==> src/rtl/uart_pkg.sv <==
// uart_pkg: types and constants shared by the UART receiver and the future transmitter.
//   uart_rx_state_t : receiver FSM state encoding
//   MIN_BAUD_DIV    : smallest legal clk-cycles-per-bit divisor
package uart_pkg;

  typedef enum logic [2:0] {
    IDLE   = 3'd0,
    START  = 3'd1,
    DATA   = 3'd2,
    PARITY = 3'd3,
    STOP   = 3'd4,
    BREAK  = 3'd5
  } uart_rx_state_t;

  localparam int MIN_BAUD_DIV = 4;

endpackage

==> src/rtl/uart_rx_sync.sv <==
// uart_rx_sync: N-stage posedge synchroniser for an asynchronous, idle-high line.
//   clk  in  system clock
//   rst  in  asynchronous active-high reset (all stages reset to 1 = line idle)
//   i_d  in  asynchronous input
//   o_q  out synchronised output
// STAGES must be >= 2.
module uart_rx_sync #(
  parameter int STAGES = 2
) (
  input  logic clk,
  input  logic rst,
  input  logic i_d,
  output logic o_q
);

  logic [STAGES-1:0] r_sync;

  // Reset to 1 so that leaving reset never looks like a start edge.
  always_ff @(posedge clk or posedge rst) begin
    if (rst) r_sync <= '1;
    else     r_sync <= {r_sync[STAGES-2:0], i_d};
  end

  assign o_q = r_sync[STAGES-1];

endmodule

==> src/rtl/uart_rcv_param.sv <==
// uart_rcv_param: parametrised UART receiver (start + DATA_BITS + [parity] + stop).
//   clk         in   system clock, posedge
//   rst         in   asynchronous active-high reset
//   RX          in   serial line, asynchronous, idles high
//   baud_div    in   clk cycles per bit, latched at the start edge
//   rx_rdy_clr  in   consumer took rx_data; clears rx_rdy and overrun
//   rx_data     out  last received word
//   rx_rdy      out  word valid, sticky until rx_rdy_clr
//   frame_err   out  stop bit of rx_data sampled low
//   par_err     out  parity mismatch for rx_data (0 without parity)
//   overrun     out  a word completed while the previous one was unread
//   busy        out  FSM not idle
// Optional feature: define UART_RCV_PARITY_EN to add a parity bit before stop.
module uart_rcv_param
  import uart_pkg::*;
#(
  parameter int DATA_BITS  = 8,
  parameter int DIV_W      = 16,
  parameter int PARITY_ODD = 0
) (
  input  logic                 clk,
  input  logic                 rst,
  input  logic                 RX,
  input  logic [DIV_W-1:0]     baud_div,
  input  logic                 rx_rdy_clr,
  output logic [DATA_BITS-1:0] rx_data,
  output logic                 rx_rdy,
  output logic                 frame_err,
  output logic                 par_err,
  output logic                 overrun,
  output logic                 busy
);

  localparam int               BW       = $clog2(DATA_BITS + 1);
  localparam logic [BW-1:0]    LAST_BIT = BW'(DATA_BITS - 1);
  localparam logic [DIV_W-1:0] ONE      = DIV_W'(1);

  uart_rx_state_t       r_state;
  logic [DIV_W-1:0]     r_div_q;
  logic [DIV_W-1:0]     r_baud;
  logic [BW-1:0]        r_bit;
  logic [DATA_BITS-1:0] r_shreg;
  logic [DATA_BITS-1:0] r_data;
  logic                 r_rdy;
  logic                 r_fe;
  logic                 r_ovr;
`ifdef UART_RCV_PARITY_EN
  localparam logic P_ODD = (PARITY_ODD != 0);
  logic                 r_par_q;
  logic                 r_pe;
`endif

  logic w_rx;
  logic w_tick;
  logic w_half;

  uart_rx_sync #(.STAGES(2)) u_sync (
    .clk (clk),
    .rst (rst),
    .i_d (RX),
    .o_q (w_rx)
  );

  // START checks at mid-bit; afterwards every full period lands on a bit centre.
  assign w_half = (r_baud == (r_div_q >> 1));
  assign w_tick = (r_baud == r_div_q - ONE);

  always_ff @(posedge clk or posedge rst) begin
    if (rst) begin
      r_state <= IDLE;
      r_div_q <= '0;
      r_baud  <= '0;
      r_bit   <= '0;
      r_shreg <= '0;
      r_data  <= '0;
      r_rdy   <= 1'b0;
      r_fe    <= 1'b0;
      r_ovr   <= 1'b0;
`ifdef UART_RCV_PARITY_EN
      r_par_q <= 1'b0;
      r_pe    <= 1'b0;
`endif
    end else begin
      // Completion in STOP below overrides a simultaneous clear.
      if (rx_rdy_clr) begin
        r_rdy <= 1'b0;
        r_ovr <= 1'b0;
      end
      case (r_state)
        IDLE: if (!w_rx) begin
          r_state <= START;
          r_baud  <= '0;
          r_bit   <= '0;
          r_div_q <= baud_div;
        end
        START: if (w_half) begin
          r_baud  <= '0;
          r_state <= w_rx ? IDLE : DATA;  // high at mid-start = glitch
        end else r_baud <= r_baud + ONE;
        DATA: if (w_tick) begin
          r_baud  <= '0;
          r_shreg <= {w_rx, r_shreg[DATA_BITS-1:1]};
          r_bit   <= r_bit + 1'b1;
`ifdef UART_RCV_PARITY_EN
          if (r_bit == LAST_BIT) r_state <= PARITY;
`else
          if (r_bit == LAST_BIT) r_state <= STOP;
`endif
        end else r_baud <= r_baud + ONE;
`ifdef UART_RCV_PARITY_EN
        PARITY: if (w_tick) begin
          r_baud  <= '0;
          r_par_q <= w_rx ^ (^r_shreg) ^ P_ODD;
          r_state <= STOP;
        end else r_baud <= r_baud + ONE;
`endif
        STOP: if (w_tick) begin
          r_baud  <= '0;
          r_data  <= r_shreg;
          r_rdy   <= 1'b1;
          r_ovr   <= r_rdy & ~rx_rdy_clr;
          r_fe    <= ~w_rx;
`ifdef UART_RCV_PARITY_EN
          r_pe    <= r_par_q;
`endif
          // A low stop bit may be a line break: hold off until the line idles.
          r_state <= w_rx ? IDLE : BREAK;
        end else r_baud <= r_baud + ONE;
        BREAK: if (w_rx) r_state <= IDLE;
        default: r_state <= IDLE;
      endcase
    end
  end

  assign rx_data   = r_data;
  assign rx_rdy    = r_rdy;
  assign frame_err = r_fe;
  assign overrun   = r_ovr;
  assign busy      = (r_state != IDLE);
`ifdef UART_RCV_PARITY_EN
  assign par_err   = r_pe;
`else
  assign par_err   = 1'b0;
`endif

  // Divisor is only meaningful once latched; check it at the start edge.
  a_min_div: assert property (@(posedge clk) disable iff (rst)
    (r_state == IDLE && !w_rx) |-> (baud_div >= DIV_W'(MIN_BAUD_DIV)));

endmodule

==> config.mk <==
export PLATFORM = sky130hd
export DESIGN_NAME = uart_rcv_param
export DESIGN_NICKNAME = d
export VERILOG_FILES = /design/src/rtl/uart_pkg.sv /design/src/rtl/uart_rx_sync.sv /design/src/rtl/uart_rcv_param.sv
export SDC_FILE = /design/constraint.sdc
export NUM_CORES = 1
export LEC_CHECK = 0
export BUFFER_PORTS_ARGS = -buffer_cell sky130_fd_sc_hd__buf_2
export CAP_MARGIN = 10
export CORE_UTILIZATION = 35
export DETAILED_ROUTE_END_ITERATION = 16
export GPL_TIMING_DRIVEN = 0
export PLACE_DENSITY = 0.54
export SLEW_MARGIN = 20
export SYNTH_ARGS = -nofsm -noshare
export SYNTH_HDL_FRONTEND = slang
export SYNTH_SLANG_ARGS = --single-unit
==> constraint.sdc <==
create_clock -name clk -period 3.3 [get_ports clk]
set_input_delay 0.33 -clock clk [delete_from_list [all_inputs] [get_ports clk]]
set_output_delay 0.33 -clock clk [all_outputs]
set_load 0.01 [all_outputs]
==> flow_summary.html, run 1 <==
<table>
<tr><th>Metric</th><th>Value</th></tr>
<tr><th colspan="2">Run status</th></tr>
<tr><td>Run status</td><td>completed</td></tr>
<tr><th colspan="2">Yosys</th></tr>
<tr><td>Number of nets in the synthesized netlist</td><td>375</td></tr>
<tr><td>Mapped Cells</td><td>352</td></tr>
<tr><td>Post-synthesis sequential element count</td><td>60</td></tr>
<tr><td>Top flip-flop cell by instance count after synthesis</td><td>sky130_fd_sc_hd__dfrtp_1</td></tr>
<tr><td>Share of flip-flops with an asynchronous set or reset after synthesis</td><td>100%</td></tr>
<tr><td>Yosys warns</td><td>0</td></tr>
<tr><td>Post-synthesis area per instance</td><td>9.79 sq um</td></tr>
<tr><td>Post-synthesis cell area</td><td>3440 sq um</td></tr>
<tr><td>Sequential-to-total area share from yosys stat</td><td>43.7%</td></tr>
<tr><td>Number of enable-type register cells in the synthesized netlist</td><td>0</td></tr>
<tr><td>Number of library cell types mapped by synthesis</td><td>55</td></tr>
<tr><th colspan="2">Global route</th></tr>
<tr><td>Highest-utilization routing layer at the global route stage</td><td>met2</td></tr>
<tr><td>Met3 track demand over resource in global routing</td><td>3.38%</td></tr>
<tr><td>Vias in the first global route</td><td>2,533</td></tr>
<tr><td>Met2 Resource Use GR</td><td>24.5%</td></tr>
<tr><td>Wire length of the first global-routing pass</td><td>12.6 mm</td></tr>
<tr><td>All-layer global routing usage</td><td>16.2%</td></tr>
<tr><td>Pin count of the biggest net entering global routing</td><td>38</td></tr>
<tr><td>Antenna violations before repair</td><td>0</td></tr>
<tr><td>Congestion Overflow GR</td><td>0</td></tr>
<tr><td>Met1 Use GR</td><td>22.7%</td></tr>
<tr><th colspan="2">STA</th></tr>
<tr><td>Final worst setup slack</td><td>130 ps</td></tr>
<tr><td>Total count of max-transition violations in the final report</td><td>0</td></tr>
<tr><td>Setup repair after global routing missed its margin</td><td>yes</td></tr>
<tr><td>Tmin final</td><td>3170 ps</td></tr>
<tr><td>Post-route fraction of the period consumed by the critical path</td><td>96.1%</td></tr>
<tr><td>Skew final</td><td>8.46 ps</td></tr>
<tr><td>Total setup violations reported at the end of the flow</td><td>0</td></tr>
<tr><td>Maximum clock frequency</td><td>315 MHz</td></tr>
<tr><td>Hold violation count in the final report</td><td>0</td></tr>
<tr><td>Rel. slew slack</td><td>55.1%</td></tr>
<tr><td>Post-route worst hold slack</td><td>74.5 ps</td></tr>
<tr><td>Tightest Pin Transition</td><td>670 ps</td></tr>
<tr><th colspan="2">Power</th></tr>
<tr><td>P_int</td><td>1200 uW</td></tr>
<tr><td>Leakage power of the design</td><td>0.00184 uW</td></tr>
<tr><td>Portion of total power attributed to the clock network</td><td>34.4%</td></tr>
<tr><td>Pwr/cell area</td><td>437 nW/um^2</td></tr>
<tr><td>Switching power</td><td>558 uW</td></tr>
<tr><td>Sequential group share of total power</td><td>47.2%</td></tr>
<tr><td>Power share of the combinational group</td><td>18.4%</td></tr>
<tr><td>Highest ir drop seen on vdd</td><td>0.000197 V</td></tr>
<tr><td>Net switching fraction of the power</td><td>31.7%</td></tr>
<tr><th colspan="2">Cells and area</th></tr>
<tr><td>Area delta synth-&gt;final</td><td>17.0%</td></tr>
<tr><td>Most common library cell in the layout ignoring fill and taps</td><td>sky130_fd_sc_hd__dfrtp_1</td></tr>
<tr><td>Net count of the finished layout</td><td>424</td></tr>
<tr><td>Fraction of final layout cells with drive strength greater than 1</td><td>25.6%</td></tr>
<tr><td>Area taken by multi-input logic gates</td><td>1820 sq um</td></tr>
<tr><td>Fill cell total of the finished layout</td><td>960</td></tr>
<tr><td>Number of antenna repair diodes</td><td>0</td></tr>
<tr><td>Area used by sequential logic in the layout</td><td>1510 sq um</td></tr>
<tr><td>Core Util, Final</td><td>43.0%</td></tr>
<tr><td>Most frequent cells in the layout</td><td>sky130_fd_sc_hd__dfrtp_1, sky130_fd_sc_hd__buf_2, sky130_fd_sc_hd__mux2_2, sky130_fd_sc_hd__nand2_1, sky130_fd_sc_hd__nor2_1</td></tr>
<tr><td>Area of all placed cells without fillers</td><td>4030 sq um</td></tr>
<tr><th colspan="2">CTS</th></tr>
<tr><td>Sink Count</td><td>60</td></tr>
<tr><td>Clock H-tree levels</td><td>3</td></tr>
<tr><td>Clock latency at the later pin of the worst-skew pair</td><td>350 ps</td></tr>
<tr><td>Buffer depth of the longest clock path</td><td>2</td></tr>
<tr><td>CTS buffer count</td><td>9</td></tr>
<tr><td>Clock Root Buffer</td><td>sky130_fd_sc_hd__clkbuf_8</td></tr>
<tr><td>CTS tree</td><td>done</td></tr>
<tr><td>CTS clock-pin slew for the worst setup and hold paths</td><td>80 ps</td></tr>
<tr><th colspan="2">Floorplan</th></tr>
<tr><td>IO Pins</td><td>33</td></tr>
<tr><td>Standard-cell rows</td><td>35</td></tr>
<tr><td>Effective utilization at floorplan</td><td>36.8%</td></tr>
<tr><td>Floorplan Core Area</td><td>9370 sq um</td></tr>
<tr><td>Width of the die</td><td>101 um</td></tr>
<tr><td>Height of the die</td><td>101 um</td></tr>
<tr><td>Overall die area</td><td>10,200 sq um</td></tr>
<tr><th colspan="2">Worst setup path</th></tr>
<tr><td>Count of cells along the worst register-to-register path</td><td>11</td></tr>
<tr><td>Type of element capturing the critical path</td><td>flop</td></tr>
<tr><td>Buffering stage count on the worst path with inverters included</td><td>2</td></tr>
<tr><td>Largest fanout on the critical path</td><td>10</td></tr>
<tr><td>Critical path's slowest cell</td><td>sky130_fd_sc_hd__or4b_4</td></tr>
<tr><td>Required time reported for the critical path endpoint</td><td>3540 ps</td></tr>
<tr><td>Cell depth of the worst setup path</td><td>11</td></tr>
<tr><td>Category of cells accounting for the largest share of critical-path delay</td><td>simple AND/OR/NAND/NOR gates</td></tr>
<tr><td>CP arrival</td><td>3410 ps</td></tr>
<tr><td>Worst reg-to-reg setup slack</td><td>130 ps</td></tr>
<tr><td>Crit Path Category</td><td>reg -&gt; reg</td></tr>
<tr><td>Kind of start point of the critical path</td><td>flop</td></tr>
<tr><td>Crit path largest cell delay</td><td>510 ps</td></tr>
<tr><td>Crit-path cells</td><td>inv_1 -&gt; ha_4 -&gt; or4b_4 -&gt; o31ai_4 -&gt; or4b_1 -&gt; and3_1 -&gt; nor4_4 -&gt; o21bai_2 -&gt; buf_2 -&gt; a21o_1 -&gt; a22o_1</td></tr>
<tr><th colspan="2">Route</th></tr>
<tr><td>Count of routing violations after the opening detailed-route iteration</td><td>77</td></tr>
<tr><td>DRC Markers</td><td>0</td></tr>
<tr><td>Via-to-Cell Ratio</td><td>5.01</td></tr>
<tr><td>Antenna-violating nets left</td><td>0</td></tr>
<tr><td>Total vias in the final route</td><td>2,682</td></tr>
<tr><td>Total wirelength of the detailed-routed design</td><td>7.42 mm</td></tr>
<tr><td>Total iterations of the first detailed-routing run</td><td>4</td></tr>
<tr><td>Average routed wire per standard cell</td><td>13.9 um</td></tr>
<tr><th colspan="2">Placed design</th></tr>
<tr><td>Post-DP HPWL</td><td>5.35 mm</td></tr>
<tr><td>Placer's final routability congestion estimate</td><td>0.809</td></tr>
<tr><td>Instance area after placement</td><td>3780 sq um</td></tr>
<tr><td>Post-Place Worst Slack</td><td>-251 ps</td></tr>
<tr><td>Number of I/O port buffers</td><td>31</td></tr>
<tr><th colspan="2">Worst hold path</th></tr>
<tr><td>Hold Crit Depth</td><td>1</td></tr>
<tr><td>Worst min path class</td><td>in -&gt; reg</td></tr>
<tr><th colspan="2">Flow run</th></tr>
<tr><td>Max Cap Viol</td><td>0</td></tr>
</table>
## cell usage after synthesis, drive strengths merged (9+ instances only)
library cell,instances,share of area [%]
nand2,29,3.2
xor2,14,3.6
and3,9,1.6
clkbuf,17,1.9
o21ai,15,2.2
dfrtp,58,42
inv,11,1.2
nor3,13,1.9
nor2,27,2.9
nand3,13,1.9
xnor2,14,3.6
mux2,32,10
nor4,10,2.3
## path summary, 6_finish.rpt
check	from	endpoint
min in group asynchronous	rst	overrun$_DFF_PP0_
hold / removal	RX	u_sync.r_sync[0]$_DFF_PP1_
max in group asynchronous	rst	r_div_q[1]$_DFFE_PP0P_
setup / recovery	r_div_q[1]$_DFFE_PP0P_	r_baud[3]$_DFFE_PP0P_
hold reg to reg	u_sync.r_sync[0]$_DFF_PP1_	u_sync.r_sync[1]$_DFF_PP1_
setup reg to reg	r_div_q[1]$_DFFE_PP0P_	r_baud[3]$_DFFE_PP0P_
## final cells by class
cell class	instances	share of cell area (%)
clock inverter	7	1.27
timing repair buffer	38	5.53
inverter	11	1.09
clock buffer	9	3.07
multi-input combinational	257	45.0
buffer	24	2.64
sequential	60	37.3
tap	129	4.00
## routing by layer
metal | routed length (um) | share of wire (%) | up-vias
met2 | 3430 | 46 | 31
met1 | 3700 | 50 | 1298
met5 | 0 | 0 | -
met4 | 129 | 1.7 | 0
li1 | - | - | 1343
met3 | 161 | 2.2 | 10
## sequential cells by signal, indices dropped and copies added, names as in the netlist, 2 cells and up
register	count
r_baud	16
r_div_q	16
r_shreg	8
rx_data	8
r_bit	4
r_state	3
u_sync.r_sync	2
## worst register-to-register path, delay by kind of cell (launching register included)
family	cells	cell delay (ps)
AND/OR/NAND/NOR	4	1390
AO/OA/AOI/OAI	4	710
flip-flops	1	440
buffers and inverters	2	350
adder cells (fa/ha/maj)	1	170
## timing repair
| action | CTS | global route |
|---|---|---|
| buffers inserted | 2 | 3 |
| hold buffers | 1 | 0 |
| setup endpoints to repair | 31 | 25 |
| pin swaps | 1 | 1 |
| endpoints found under the hold margin | 21 | 0 |
| resized for setup | 0 | 8 |
## power groups by stage
| stage | registers [uW] | clock network [uW] | logic (uW) |
|---|---|---|---|
| 2_1_floorplan | 830 | 0 | 252 |
| 3_3_place_gp | 841 | 0 | 314 |
| 3_5_place_dp | 845 | 0 | 323 |
| 4_1_cts | 831 | 629 | 326 |
| 5_1_grt | 839 | 660 | 361 |
| 6_report | 831 | 606 | 325 |
## stage by stage
step,cells,TNS [ps],power [uW]
3_3_place_gp,512,-3810,1150
2_1_floorplan,352,0,1080
4_1_cts,532,0,1790
5_1_grt,535,-4.81,1860
3_5_place_dp,513,-4440,1170
6_report,535,0,1760
## logic make-up (layout without fill, tap and decap cells)
| group | after synthesis | after routing | synth area share [%] |
|---|---|---|---|
| fa+ha+maj | 3 | 3 | 1.09 |
| buf+inv | 35 | 89 | 4.14 |
| mux | 34 | 34 | 11.0 |
| flops | 60 | 60 | 43.7 |
| xor+xnor | 28 | 28 | 7.12 |
| compound gates | 52 | 52 | 11.3 |
| other cells | 1 | 1 | 0.109 |
| simple gates | 139 | 139 | 21.6 |
Power figures use the tool's default switching activity.
==> run 2: changes to the inputs <==
CORE_UTILIZATION = 25   (was 35)
PLACE_DENSITY = 0.42   (was 0.54)
==> flow_summary.html, run 2 (same netlist as run 1, synthesis figures left out) <==
<table>
<tr><th>Metric</th><th>Value</th></tr>
<tr><th colspan="2">Global route</th></tr>
<tr><td>Vias in the first global route</td><td>2,798</td></tr>
<tr><td>Wire length of the first global-routing pass</td><td>13.9 mm</td></tr>
<tr><td>Pin count of the biggest net entering global routing</td><td>37</td></tr>
<tr><td>Congestion Overflow GR</td><td>0</td></tr>
<tr><td>All-layer global routing usage</td><td>12.7%</td></tr>
<tr><td>Antenna violations before repair</td><td>0</td></tr>
<tr><th colspan="2">STA</th></tr>
<tr><td>Final worst setup slack</td><td>133 ps</td></tr>
<tr><td>Setup TNS</td><td>0 ps</td></tr>
<tr><td>Skew final</td><td>6.18 ps</td></tr>
<tr><td>Maximum clock frequency</td><td>316 MHz</td></tr>
<tr><td>Rel. slew slack</td><td>53.3%</td></tr>
<tr><td>Post-route fraction of the period consumed by the critical path</td><td>96.0%</td></tr>
<tr><td>Tmin final</td><td>3170 ps</td></tr>
<tr><td>Total count of max-transition violations in the final report</td><td>0</td></tr>
<tr><td>Total setup violations reported at the end of the flow</td><td>0</td></tr>
<tr><td>Tightest Pin Transition</td><td>697 ps</td></tr>
<tr><td>Post-route worst hold slack</td><td>89.0 ps</td></tr>
<tr><td>Hold violation count in the final report</td><td>0</td></tr>
<tr><td>Setup repair after global routing missed its margin</td><td>no</td></tr>
<tr><th colspan="2">Worst hold path</th></tr>
<tr><td>Worst min path class</td><td>in -&gt; reg</td></tr>
<tr><td>Hold path start</td><td>RX</td></tr>
<tr><th colspan="2">Worst setup path</th></tr>
<tr><td>Critical path startpoint</td><td>r_div_q[0]$_DFFE_PP0P_</td></tr>
<tr><td>Crit Path Category</td><td>reg -&gt; reg</td></tr>
<tr><td>Type of element capturing the critical path</td><td>flop</td></tr>
<tr><td>Worst reg-to-reg setup slack</td><td>130 ps</td></tr>
<tr><td>Required time reported for the critical path endpoint</td><td>3520 ps</td></tr>
<tr><td>CP arrival</td><td>3390 ps</td></tr>
<tr><td>Largest fanout on the critical path</td><td>10</td></tr>
<tr><td>Kind of start point of the critical path</td><td>flop</td></tr>
<tr><td>Launching point of the worst reg2reg path</td><td>r_div_q[0]$_DFFE_PP0P_</td></tr>
<tr><th colspan="2">Cells and area</th></tr>
<tr><td>Fraction of final layout cells with drive strength greater than 1</td><td>26.4%</td></tr>
<tr><td>Area of all placed cells without fillers</td><td>4260 sq um</td></tr>
<tr><td>Most frequent cells in the layout</td><td>sky130_fd_sc_hd__dfrtp_1, sky130_fd_sc_hd__buf_2, sky130_fd_sc_hd__mux2_2, sky130_fd_sc_hd__nand2_1, sky130_fd_sc_hd__nor2_1</td></tr>
<tr><td>Most common library cell in the layout ignoring fill and taps</td><td>sky130_fd_sc_hd__dfrtp_1</td></tr>
<tr><td>Top flop regs</td><td>r_baud (16), r_div_q (16)</td></tr>
<tr><td>Net count of the finished layout</td><td>424</td></tr>
<tr><td>Final Instance Count excl. Fillers</td><td>582</td></tr>
<tr><td>Number of antenna repair diodes</td><td>0</td></tr>
<tr><td>Area delta synth-&gt;final</td><td>23.7%</td></tr>
<tr><td>Fill cell total of the finished layout</td><td>1,418</td></tr>
<tr><th colspan="2">Floorplan</th></tr>
<tr><td>Floorplan Core Area</td><td>13,300 sq um</td></tr>
<tr><td>Height of the die</td><td>119 um</td></tr>
<tr><td>Standard-cell rows</td><td>42</td></tr>
<tr><td>Overall die area</td><td>14,300 sq um</td></tr>
<tr><td>Effective utilization at floorplan</td><td>25.8%</td></tr>
<tr><td>IO Pins</td><td>33</td></tr>
<tr><td>Width of the die</td><td>119 um</td></tr>
<tr><th colspan="2">Flow run</th></tr>
<tr><td>Max Cap Viol</td><td>0</td></tr>
<tr><th colspan="2">Route</th></tr>
<tr><td>Antenna-violating nets left</td><td>0</td></tr>
<tr><td>Total wirelength of the detailed-routed design</td><td>8.14 mm</td></tr>
<tr><td>Count of routing violations after the opening detailed-route iteration</td><td>120</td></tr>
<tr><td>Average routed wire per standard cell</td><td>14.0 um</td></tr>
<tr><td>Total vias in the final route</td><td>2,708</td></tr>
<tr><td>DRC Markers</td><td>0</td></tr>
<tr><td>Via-to-Cell Ratio</td><td>4.65</td></tr>
<tr><td>Total iterations of the first detailed-routing run</td><td>4</td></tr>
<tr><th colspan="2">Placed design</th></tr>
<tr><td>Placer's final routability congestion estimate</td><td>0.783</td></tr>
<tr><td>Number of I/O port buffers</td><td>31</td></tr>
<tr><td>Number of placed instances with taps included</td><td>560</td></tr>
<tr><td>Post-Place Worst Slack</td><td>-280 ps</td></tr>
<tr><td>Post-DP HPWL</td><td>6.05 mm</td></tr>
<tr><td>Instance area after placement</td><td>3840 sq um</td></tr>
<tr><th colspan="2">CTS</th></tr>
<tr><td>CTS tree</td><td>done</td></tr>
<tr><td>Buffer depth of the longest clock path</td><td>2</td></tr>
<tr><td>Clock H-tree levels</td><td>3</td></tr>
<tr><td>Sink Count</td><td>60</td></tr>
<tr><td>Clock latency at the later pin of the worst-skew pair</td><td>340 ps</td></tr>
<tr><td>Clock Root Buffer</td><td>sky130_fd_sc_hd__clkbuf_16</td></tr>
<tr><td>CTS clock-pin slew for the worst setup and hold paths</td><td>50 ps</td></tr>
<tr><td>CTS buffer count</td><td>9</td></tr>
<tr><th colspan="2">Power</th></tr>
<tr><td>Pwr/cell area</td><td>518 nW/um^2</td></tr>
<tr><td>Leakage power of the design</td><td>0.00191 uW</td></tr>
<tr><td>Highest ir drop seen on vdd</td><td>0.000220 V</td></tr>
<tr><th colspan="2">Run status</th></tr>
<tr><td>Run status</td><td>completed</td></tr>
</table>
## run 2: metrics by stage
stage / util (%) / total power, uW
2_1_floorplan: - / 1080
3_3_place_gp: 28.6 / 1160
3_5_place_dp: 28.8 / 1170
4_1_cts: 31.4 / 2240
5_1_grt: 31.9 / 2320
6_report: 31.9 / 2210
## run 2: timing repair
action,4_1_cts,5_1_grt
resized for setup,0,12
setup buffers,1,4
hold buffers,1,0
pin swaps,1,1
hold endpoints to repair,24,0
setup endpoints to repair,31,31
## run 2: cell type report
type / count / area [sq um] / area share, %
multi-input cells: 257 / 1820 / 42.8
flip-flops and latches: 60 / 1510 / 35.3
clock buffers: 11 / 253 / 5.93
repair buffers: 38 / 223 / 5.23
well taps: 176 / 220 / 5.17
plain buffers: 24 / 109 / 2.56
clock inverters: 5 / 83.8 / 1.97
inverters: 11 / 43.8 / 1.03
## run 2: layer usage
layer | wire length [um] | global-route usage, %
met3 | 182 | 2.11
met4 | 282 | 8.52
met5 | 0 | 0
met1 | 3950 | 15.9
met2 | 3730 | 19.9
## run 2: final timing paths
path	cells past startpoint	to
setup reg to reg	11	rx_data[2]$_DFFE_PP0P_
min in group asynchronous	3	r_baud[12]$_DFFE_PP0P_
hold reg to reg	0	u_sync.r_sync[1]$_DFF_PP1_
max in group asynchronous	4	u_sync.r_sync[0]$_DFF_PP1_
setup / recovery	11	rx_data[2]$_DFFE_PP0P_
hold / removal	1	u_sync.r_sync[0]$_DFF_PP1_
## run 2: worst max-delay path, cell delays in order, from the launching register on
cell                      delay [ps]
sky130_fd_sc_hd__dfrtp_2         440
sky130_fd_sc_hd__inv_2            90
sky130_fd_sc_hd__ha_4            160
sky130_fd_sc_hd__or4b_4          510
sky130_fd_sc_hd__o31ai_4         200
sky130_fd_sc_hd__or4b_1          440
sky130_fd_sc_hd__and3_1          190
sky130_fd_sc_hd__nor4_4          250
sky130_fd_sc_hd__buf_4           190
sky130_fd_sc_hd__nand2_2          90
sky130_fd_sc_hd__buf_2           210
sky130_fd_sc_hd__mux2_2          290
## run 2: where the power goes
| group | internal [uW] | leakage, uW | switching (uW) | total, uW |
|---|---|---|---|---|
| combinational | 146 | 0.000977 | 182 | 328 |
| sequential | 785 | 0.000779 | 44.5 | 830 |
| clock | 702 | 0.000158 | 349 | 1050 |
